==> config.mk <==
export PLATFORM = sky130hd
export DESIGN_NAME = block_out_ser_flat
export DESIGN_NICKNAME = d
export VERILOG_FILES = /design/src/rtl/block_out_ser_if.sv /design/src/rtl/block_out_ser.sv /design/src/flat_wrapper.sv
export SDC_FILE = /design/constraint.sdc
export NUM_CORES = 1
export LEC_CHECK = 0
export CORE_MARGIN = 2
export CORE_UTILIZATION = 49
export DETAILED_ROUTE_END_ITERATION = 8
export GPL_ROUTABILITY_DRIVEN = 0
export PLACE_DENSITY = 0.82
export SLEW_MARGIN = 20
export SYNTH_ARGS = -nofsm -noshare
export SYNTH_HDL_FRONTEND = slang
export SYNTH_SLANG_ARGS = --single-unit
==> constraint.sdc <==
create_clock -name clk -period 2.7 [get_ports clk]
set_clock_uncertainty 0.05 [all_clocks]
set_input_delay 0.54 -clock clk [delete_from_list [all_inputs] [get_ports clk]]
set_output_delay 0.54 -clock clk [all_outputs]
set_load 0.03 [all_outputs]
==> src/rtl/block_out_ser_if.sv <==
// ---------------------------------------------------------------------------
// block_out_ser_if
// Bus bundle for the output serializer. It carries two channels:
//   block side (from flow_cntr):
//     block_in      [BLOCK_W] result block, held stable until accepted
//     block_in_vld            block valid
//     block_accept            one-cycle accept pulse back to flow_cntr
//   word side (toward chip I/O):
//     word_out      [WORD_W]  current output word
//     word_out_vld            word valid
//     word_out_rdy            consumer ready
//     word_last               high with the final word of a block
// The master modport is the serializer's view of the bus. The slave modport
// is the view of the surrounding logic that drives blocks and consumes words.
// ---------------------------------------------------------------------------
interface block_out_ser_if #(
    parameter int WORD_W  = 32,
    parameter int BLOCK_W = 128
);
    logic [BLOCK_W-1:0] block_in;
    logic               block_in_vld;
    logic               block_accept;
    logic [WORD_W-1:0]  word_out;
    logic               word_out_vld;
    logic               word_out_rdy;
    logic               word_last;

    modport master (
        input  block_in, block_in_vld, word_out_rdy,
        output block_accept, word_out, word_out_vld, word_last
    );

    modport slave (
        output block_in, block_in_vld, word_out_rdy,
        input  block_accept, word_out, word_out_vld, word_last
    );
endinterface

==> src/rtl/block_out_ser.sv <==
// ---------------------------------------------------------------------------
// block_out_ser
// Takes one 128-bit result block from flow_cntr and sends it out as four
// 32-bit words, most-significant word first, on a valid/ready bus. The next
// block is taken in the same cycle that the last word leaves, so a steady
// stream of blocks keeps the output bus busy on every cycle.
// Ports:
//   clk      in   single clock, rising edge
//   reset    in   synchronous, active-high; discards any partially sent block
//   bus      if   block_out_ser_if.master (block and word channels)
//   busy     out  a block is held and being sent
//   blk_cnt  out  [CNT_W] blocks fully sent since reset; wraps around
// ---------------------------------------------------------------------------
module block_out_ser #(
    parameter int WORD_W  = 32,
    parameter int BLOCK_W = 128,
    parameter int CNT_W   = 8
) (
    input  logic             clk,
    input  logic             reset,
    block_out_ser_if.master  bus,
    output logic             busy,
    output logic [CNT_W-1:0] blk_cnt
);
    typedef enum logic {
        IDLE = 1'b0,
        SEND = 1'b1
    } state_t;

    state_t             r_state;
    state_t             w_state_nxt;
    logic [BLOCK_W-1:0] r_hold;
    logic [1:0]         r_widx;
    logic [CNT_W-1:0]   r_blk_cnt;

    logic               w_send;
    logic               w_wfire;
    logic               w_lfire;
    logic               w_accept;
    logic [WORD_W-1:0]  w_word;

    // Next state, handshakes and word select
    always_comb begin
        w_state_nxt = r_state;
        w_send      = (r_state == SEND);
        w_wfire     = w_send && bus.word_out_rdy;
        w_lfire     = w_wfire && (r_widx == 2'd3);
        // A block can be taken when nothing is held, or when the last word
        // of the held block leaves in this very cycle. Reset wins.
        w_accept    = bus.block_in_vld && (!w_send || w_lfire) && !reset;

        if (w_accept) begin
            w_state_nxt = SEND;
        end else if (w_lfire) begin
            w_state_nxt = IDLE;
        end

        // The word bus reads zero whenever no block is being sent.
        w_word = '0;
        if (w_send) begin
            case (r_widx)
                2'd0:    w_word = r_hold[BLOCK_W-1 -: WORD_W];
                2'd1:    w_word = r_hold[BLOCK_W-1-WORD_W -: WORD_W];
                2'd2:    w_word = r_hold[BLOCK_W-1-2*WORD_W -: WORD_W];
                default: w_word = r_hold[WORD_W-1:0];
            endcase
        end
    end

    // State register
    always_ff @(posedge clk) begin
        if (reset) begin
            r_state <= IDLE;
        end else begin
            r_state <= w_state_nxt;
        end
    end

    // Held block, word index and completed-block counter
    always_ff @(posedge clk) begin
        if (reset) begin
            r_hold    <= '0;
            r_widx    <= '0;
            r_blk_cnt <= '0;
        end else begin
            if (w_accept) begin
                r_hold <= bus.block_in;
                r_widx <= '0;
            end else if (w_lfire) begin
                r_widx <= '0;
            end else if (w_wfire) begin
                r_widx <= r_widx + 2'd1;
            end
            if (w_lfire) begin
                r_blk_cnt <= r_blk_cnt + 1'b1;
            end
        end
    end

    assign bus.block_accept = w_accept;
    assign bus.word_out     = w_word;
    assign bus.word_out_vld = w_send;
    assign bus.word_last    = w_send && (r_widx == 2'd3);
    assign busy             = w_send;
    assign blk_cnt          = r_blk_cnt;
endmodule

==> src/flat_wrapper.sv <==
// flat-port wrapper written by rule: the top's interface ports become plain ports
module block_out_ser_flat 
#(
    parameter int WORD_W  = 32,
    parameter int BLOCK_W = 128,
    parameter int CNT_W   = 8
)
  (clk, reset, busy, blk_cnt, bus_block_in, bus_block_in_vld, bus_word_out_rdy, bus_block_accept, bus_word_out, bus_word_out_vld, bus_word_last);
  block_out_ser_if #(.WORD_W(WORD_W), .BLOCK_W(BLOCK_W)) bus_i ();
  input  logic clk;
  input  logic reset;
  output logic busy;
  output logic [CNT_W-1:0] blk_cnt;
  input wire logic [$bits(bus_i.block_in)-1:0] bus_block_in;
  input wire logic [$bits(bus_i.block_in_vld)-1:0] bus_block_in_vld;
  input wire logic [$bits(bus_i.word_out_rdy)-1:0] bus_word_out_rdy;
  output wire logic [$bits(bus_i.block_accept)-1:0] bus_block_accept;
  output wire logic [$bits(bus_i.word_out)-1:0] bus_word_out;
  output wire logic [$bits(bus_i.word_out_vld)-1:0] bus_word_out_vld;
  output wire logic [$bits(bus_i.word_last)-1:0] bus_word_last;
  assign bus_i.block_in = bus_block_in;
  assign bus_i.block_in_vld = bus_block_in_vld;
  assign bus_i.word_out_rdy = bus_word_out_rdy;
  assign bus_block_accept = bus_i.block_accept;
  assign bus_word_out = bus_i.word_out;
  assign bus_word_out_vld = bus_i.word_out_vld;
  assign bus_word_last = bus_i.word_last;
  block_out_ser #(.WORD_W(WORD_W), .BLOCK_W(BLOCK_W), .CNT_W(CNT_W)) u_core (.clk(clk), .reset(reset), .bus(bus_i), .busy(busy), .blk_cnt(blk_cnt));
endmodule
# Word-level counts from Yosys, hierarchy flattened
# Index checks and enable logic that the tools add are counted.
# Widths: inputs -> output; s select.
dict set report totals {
  memories 0
  romBits 0
  latch_bits 0
  in_bits 132
  wordCells 24
  ramBits 0
  ff_bits 139
  output_inout_bits 44
}
dict set report op_classes {
  reduce_logical 11
  n_addsub 2
  n_eq_ne 3
  bitwise_logic 0
  multipliers 0
  shifts 0
  order_cmp 0
  div 0
  mux 4
}
# op count
set op_table {}
lappend op_table {{$pmux 32 s3} 1}
lappend op_table {{$mux 32} 1}
lappend op_table {{$add 8x1->8 const B} 1}
lappend op_table {{$logic_and 1x1->1} 5}
lappend op_table {{$eq 2x2->1 const B} 2}
lappend op_table {{$reduce_or 3->1} 1}
lappend op_table {{$add 2x1->2 const B} 1}
lappend op_table {{$eq 2x1->1 const B} 1}
lappend op_table {{$logic_not 1->1} 2}
lappend op_table {{$logic_not 2->1} 1}
lappend op_table {{$mux 1} 2}
lappend op_table {{$reduce_bool 2->1} 1}
lappend op_table {{$logic_or 1x1->1} 1}

# Logic depth before layout (Yosys ltp)
# Gate-level depths: netlist of the first run.
dict set report logic_depth {
  depth_word 6
  ltp_mapped 6
  depth_no_buf 5
}

# Least setup slack after synthesis of the first run
# OpenSTA, ideal clock, no wires.
dict set report synth_path {
  path_type {register to output}
  start {register u_core.r_widx[0]}
  end {output port bus_word_out[10]}
  stages_incl_launch_ff 7
  arrival_time_ns 1.539
  path_slack_ns 0.571
  path_buffers 1
  required_time_ns 2.110
  path_cell_list {dfxtp_1 inv_1 ha_1 clkbuf_1 a222oi_1 o21ai_0 and2_1}
}
dict set report synth_via {
  elab_chain_cells 3
  elab_cells_between_ends 5
  cone_classes {eq/ne: 2; mux: 2; reduce/logical: 1}
}
# item line
set synth_rtl {}
lappend synth_rtl {{start: declaration} block_out_ser.sv:33} ;# logic [1:0] r_widx;
lappend synth_rtl {{start signal: assignment} block_out_ser.sv:92} ;# r_widx <= r_widx + 2'd1;
lappend synth_rtl {{$eq 2x2->1, or another cell as far along} block_out_ser.sv:61} ;# case (r_widx)
lappend synth_rtl {{$pmux 32 s3 (*)} block_out_ser.sv:61}
lappend synth_rtl {{$mux 32 (*)} block_out_ser.sv:60} ;# if (w_send) begin
lappend synth_rtl {{end: declaration} flat_wrapper.sv:18} ;# output wire logic [$bits(bus_i.word_out)-1:0] bus_word_out;
# Mark *: on every way between the ends. The rest lies on a longest branch, timed or not.

# Worst setup path after layout of the first run
dict set report layout_path {
  start {register u_core.r_widx[1]}
  end {output port bus_word_out[16]}
}
# Same word-level chain as after synthesis.

==> results.py, run 1 <==
metrics = {
    "grt": {
        "grt_remaining_overflow": 0,
        "grt_pass1_vias": 4928,
        "grt_usage_pct": 26.8,
        "grt_use_met3_pct": 6.33,
        "grt_pass1_wl_um": 24600,
        "grt_use_met2_pct": 44.7,
        "met1_usage_pct": 33.3,
        "grt_max_degree": 105,
        "gr-max-usage-layer": "met2",
        "antenna_found_initial": 0,
    },
    "clock_network": {
        "cts_hold_buf": 0,
        "htree_levels": 4,
        "numCtsBuffers": 17,
        "clock-root-buffer": "clkbuf_8",
        "clk_path_buf_depth": 2,
        "clkSinkCount": 139,
        "cts_tree": "yes",
        "insertion_delay_ns": 0.51,
        "clk_pin_slew_ns": 0.06,
    },
    "detailed_routing": {
        "vias": 4829,
        "ant_nets": 0,
        "firstDrtPassIters": 7,
        "drt_iter0_drc": 542,
        "routed_wl_um": 16100,
        "routedWlPerCell_um": 19.8,
        "viasPerCell": 5.95,
        "drc": 0,
    },
    "die": {
        "coreArea_mm2": 0.0107,
        "ios": 176,
        "dieArea_mm2": 0.0118,
        "dieWidth_um": 109,
        "start_util_pct": 49.9,
        "placementRows": 38,
        "die_h_um": 109,
    },
    "setup_path": {
        "criticalPathCategory": "flip-flop to output pin",
        "r2r_end": "u_core.r_hold[94]",
        "critPathSlowestCell": "a222oi_1",
        "cp-end-kind": "output pin",
        "crit_chain": "inv_4 > ha_4 > buf_12 > a222oi_1 > o21ai_1 > and2_1 > buf_6",
        "worst-path-max-fanout": 5,
        "worst_path_largest_cell_delay_ns": 0.40,
        "rr_worst_depth": 7,
        "worstReg2RegStart": "u_core.r_widx[0]",
        "required_ns": 2.11,
        "reg2reg_slack_ns": 0.61,
        "crit_arrival_ns": 2.09,
        "cp-start-kind": "flip-flop",
    },
    "power": {
        "ir_worst_vdd_v": 0.000313,
        "p_leak_nw": 3.13,
        "powerDensity_mw_per_mm2": 676,
    },
    "synthesis": {
        "synth.cell_area_mm2": 0.00536,
        "synth_cells": 496,
        "syn_area_per_cell_um2": 10.8,
        "ys_seq_area_share_pct": 51.9,
        "ys_seq_elements": 139,
        "ys_warn_count": 0,
        "synth_cell_types": 29,
        "synth_nets": 634,
    },
    "placement": {
        "pre_cts_ws_ns": 0.349,
        "place_hpwl_um": 10000,
        "numPortBuffers": 175,
    },
    "finish": {
        "mostFrequentLayoutCell": "clkdlybuf4s50_1",
        "fin_util_pct": 74.3,
        "layout_common_cells": "clkdlybuf4s50_1, dfxtp_1, a22o_1",
        "area_delta_synth_final_pct": 49.0,
        "fin_nets": 798,
        "drive_gt1_share_pct": 14.7,
        "num_antenna_cells": 0,
        "n_fill_cell": 765,
    },
    "sta": {
        "period_needed_ns": 2.68,
        "setup_violations": 0,
        "rsz0062_at_grt": "yes",
        "tightestPinTransition_ns": 0.513,
        "tns_ns": 0,
        "setup_ws_ns": 0.0207,
        "period_share_pct": 99.2,
        "finalHoldViolCount": 0,
        "slew_violations": 0,
        "fmax_mhz": 373,
        "relSlewSlack_pct": 65.8,
    },
    "worst_hold_path": {
        "hold_path_depth": 1,
        "hold_end": "u_core.r_hold[17]",
        "min_path_type": "flip-flop to flip-flop",
        "min_from": "u_core.r_hold[17]",
    },
    "job": {
        "maxCapViolCount": 0,
    },
    "outcome": {
        "status": "completed",
    },
}
per-stage QoR:
stage / power (W) / instances / instance area [µm²] / hold WS (ns)
after global placement: 0.00283 / 775 / 7100 / 0.404
after global routing: 0.00556 / 812 / 7990 / 0.437
after floorplan: 0.00256 / 496 / 5360 / 0.391
after CTS: 0.00540 / 810 / 7880 / 0.427
final: 0.00540 / 812 / 7990 / 0.426
after detailed placement: 0.00285 / 775 / 7100 / 0.406
synthesized netlist by cell type:
library cell	instances	area [µm²]
o31ai_1	2	15.0
and2_1	32	200
buf_2	17	85.1
or4_1	2	15.0
a21boi_0	2	15.0
inv_1	3	11.3
nand3_1	2	10.0
or3_1	4	25.0
buf_1	1	3.75
nand4_4	1	21.3
a222oi_1	32	320
a21oi_1	5	25.0
a22o_1	128	1120
nor2_1	5	18.8
nand2_1	38	143
xor2_1	2	17.5
nand4_1	2	12.5
ha_1	6	75.1
a21boi_2	1	11.3
nor3_2	1	10.0
and2_2	1	7.51
nand4b_1	1	8.76
clkbuf_1	19	71.3
o21ba_2	1	10.0
mux2i_1	1	10.0
buf_6	11	124
dfxtp_1	139	2780
o21ai_0	35	175
buf_4	2	15.0
how the worst max path moves through the flow:
stage / startpoint / end / cells after the start
final: u_core.r_widx[1] / bus_word_out[16] / 7
after CTS: u_core.r_widx[1] / bus_word_out[31] / 7
after global routing: u_core.r_widx[1] / bus_word_out[16] / 7
after detailed placement: reset / bus_block_accept / 3
after floorplan: u_core.r_widx[0] / bus_word_out[10] / 6
after global placement: reset / bus_block_accept / 3
critical path: cells and delay by family, from the launching register on:
| family | cells | cell delay (ns) |
|---|---|---|
| AO/OA/AOI/OAI | 2 | 0.52 |
| adder cells (fa/ha/maj) | 1 | 0.20 |
| buffers and inverters | 3 | 0.32 |
| flip-flops | 1 | 0.37 |
| AND/OR/NAND/NOR | 1 | 0.17 |
logic make-up after synthesis:
logic type               synth area share (%)
XOR/XNOR                                0.327
AO/OA/AOI/OAI                            31.6
multiplexers                            0.187
AND/OR/NAND/NOR                          8.80
flip-flops                               51.9
buffers and inverters                    5.79
adder cells (fa/ha/maj)                  1.40
routing by layer:
metal | vias up | part of all wire (%) | routed length, µm
li1 | 2248 | - | -
met1 | 2327 | 42 | 6750
met2 | 232 | 49 | 7880
met3 | 22 | 7.3 | 1180
met4 | 0 | 1.7 | 274
met5 | - | 0 | 0
what timing repair did:
action                                 in CTS  in global routing
setup endpoints to repair                  32                 27
gates resized for setup                    30                 41
endpoints found under the hold margin       0                  0
cloned                                      1                  1
pin swaps                                  17                 27
buffers inserted                            3                  1
sequential cells by signal, summed over array words and instances (netlist names):
| signal | flops |
|---|---|
| u_core.blk_cnt | 8 |
| u_core.r_hold | 128 |
| u_core.bus.word_out_vld | 1 |
| u_core.r_widx | 2 |
power breakdown:
part	total [W]	switching [W]	internal [W]
combinational	0.000607	0.000246	0.000361
clock	0.00255	0.000845	0.00170
sequential	0.00224	0.0000714	0.00217
layout make-up:
class,instances,area (µm²),share of cell area [%]
Inverter,3,16.3,0.204
Clock inverter,12,220,2.76
Timing Repair Buffer,195,2040,25.5
Clock buffer,19,432,5.41
Multi-Input combinational cell,304,2310,29.0
Tap cell,140,175,2.19
Sequential cell,139,2790,34.9
No activity file was read; power rests on OpenSTA's default activity.
==> run 2, diff against run 1 <==
- CORE_MARGIN: 2 -> 10
==> run 2 against run 1 <==
The run now ends with setup timing left. Critical path depth did not move. Clock power decreased by 4%. Via count shrank 0.17%. Largest power group unchanged. First-iteration DRC count is 20% higher. Non-clock buffer count down 1. Sequential share of layout area grew 0.18 points. Core utilization fell by 0.70 points. Count of clock-buffer cells in the layout increased by 2. Global-route usage down 6.5 points. Cell count unchanged. Sequential power about the same. Wire length rose by 4.8%.
==> results.py, run 2 (synthesized netlist as in run 1, its figures left out) <==
metrics = {
    "outcome": {
        "status": "finished, violations left",
        "violations": "setup timing",
    },
    "grt": {
        "grt_pass1_vias": 4912,
        "grt_remaining_overflow": 0,
        "antenna_found_initial": 0,
        "grt_max_degree": 129,
        "grt_usage_pct": 20.3,
        "grt_pass1_wl_um": 26100,
    },
    "setup_path": {
        "cp-end-kind": "output pin",
        "rr_worst_depth": 6,
        "worst-path-max-fanout": 15,
        "r2r_end": "u_core.r_hold[125]",
        "criticalPathCategory": "flip-flop to output pin",
        "required_ns": 2.11,
        "reg2reg_slack_ns": 0.54,
        "cp-start-kind": "flip-flop",
        "worstReg2RegStart": "u_core.r_widx[0]",
        "crit_arrival_ns": 2.11,
    },
    "finish": {
        "drive_gt1_share_pct": 15.8,
        "area_delta_synth_final_pct": 48.2,
        "layout_common_cells": "clkdlybuf4s50_1, dfxtp_1, a22o_1",
        "n_fill_cell": 749,
        "fin_nets": 797,
        "fin_util_pct": 73.6,
        "largest_reg_flops": 128,
        "largest_register": "u_core.r_hold",
        "num_antenna_cells": 0,
        "final_area_mm2": 0.00795,
        "mostFrequentLayoutCell": "clkdlybuf4s50_1",
    },
    "die": {
        "dieArea_mm2": 0.0155,
        "ios": 176,
        "start_util_pct": 49.7,
        "placementRows": 38,
        "die_h_um": 125,
        "dieWidth_um": 125,
        "coreArea_mm2": 0.0108,
    },
    "clock_network": {
        "clkSinkCount": 139,
        "cts_tree": "yes",
        "clock-root-buffer": "clkbuf_8",
        "insertion_delay_ns": 0.51,
        "clk_pin_slew_ns": 0.06,
        "htree_levels": 4,
        "clk_path_buf_depth": 2,
        "numCtsBuffers": 17,
    },
    "sta": {
        "setup_violations": 1,
        "whs_ns": 0.422,
        "rsz0062_at_grt": "yes",
        "relSlewSlack_pct": 60.2,
        "finalHoldViolCount": 0,
        "fmax_mhz": 370,
        "period_share_pct": 100,
        "setup_ws_ns": -0.00396,
        "period_needed_ns": 2.70,
        "slew_violations": 0,
        "tightestPinTransition_ns": 0.598,
    },
    "detailed_routing": {
        "drt_iter0_drc": 651,
        "routed_wl_um": 16800,
        "vias": 4821,
        "firstDrtPassIters": 7,
        "ant_nets": 0,
        "drc": 0,
        "viasPerCell": 5.94,
        "routedWlPerCell_um": 20.7,
    },
    "worst_hold_path": {
        "min_from": "u_core.r_hold[5]",
        "hold_path_depth": 1,
        "min_path_type": "flip-flop to flip-flop",
        "hold_end": "u_core.r_hold[5]",
    },
    "placement": {
        "place_hpwl_um": 11300,
        "numPortBuffers": 175,
        "placed_area_mm2": 0.00708,
        "pre_cts_ws_ns": 0.250,
    },
    "job": {
        "maxCapViolCount": 0,
    },
    "power": {
        "ir_worst_vdd_v": 0.000417,
        "p_leak_nw": 3.13,
        "powerDensity_mw_per_mm2": 667,
        "total_power_w": 0.00530,
    },
}
## run 2: what timing repair did
item / CTS / global route
endpoints found under the setup margin: 32 / 30
pin swaps: 9 / 31
gates cloned: 0 / 1
setup buffers: 3 / 0
hold buffers: 0 / 0
resized for setup: 24 / 58
## run 2: worst max path at each step
| stage | from | end | slack, ns | cells after the start |
|---|---|---|---|---|
| 2_1_floorplan | u_core.r_widx[0] | bus_word_out[10] | 0.57 | 6 |
| 5_1_grt | u_core.r_widx[0] | bus_word_out[29] | -0.14 | 7 |
| 6_report | u_core.r_widx[1] | bus_word_out[11] | -0.004 | 7 |
| 4_1_cts | u_core.r_widx[1] | bus_word_out[29] | -0.02 | 7 |
| 3_5_place_dp | u_core.r_widx[0] | bus_word_out[11] | 0.25 | 7 |
| 3_3_place_gp | u_core.r_widx[0] | bus_word_out[11] | 0.31 | 7 |
## run 2: area by class of cell
| class | count | area (µm²) | share of cell area [%] |
|---|---|---|---|
| Inverter | 3 | 13.8 | 0.173 |
| Tap cell | 140 | 175 | 2.20 |
| Multi-Input combinational cell | 304 | 2330 | 29.3 |
| Clock buffer | 21 | 469 | 5.91 |
| Timing Repair Buffer | 194 | 2000 | 25.2 |
| Clock inverter | 11 | 165 | 2.08 |
| Sequential cell | 139 | 2790 | 35.1 |
## run 2: layer usage
| metal | track usage, % | vias up | share of wire (%) | wire, µm |
|---|---|---|---|---|
| met5 | 0 | - | 0 | 0 |
| met3 | 6.51 | 24 | 8.6 | 1450 |
| li1 | - | 2239 | - | - |
| met2 | 33.3 | 245 | 49 | 8270 |
| met4 | 6.79 | 0 | 1.4 | 237 |
| met1 | 24.6 | 2313 | 41 | 6890 |
## run 2: stage by stage
stage	setup TNS [ns]	std cells
4_1_cts	-0.0212	811
3_3_place_gp	0	776
3_5_place_dp	0	776
6_report	-0.00396	812
2_1_floorplan	0	496
5_1_grt	-0.939	812
## run 2: where the power goes
group	switching (W)	leakage, nW	total (W)	internal [W]
clock	0.000849	0.314	0.00244	0.00159
sequential	0.0000719	1.14	0.00224	0.00217
combinational	0.000250	1.67	0.000613	0.000363
## run 2: worst max-delay path: stages, from the launching register on
cell      delay [ns]
dfxtp_4         0.36
inv_2           0.06
ha_4            0.21
buf_12          0.16
a222oi_1        0.39
o21ai_1         0.09
and2_1          0.18
buf_6           0.14
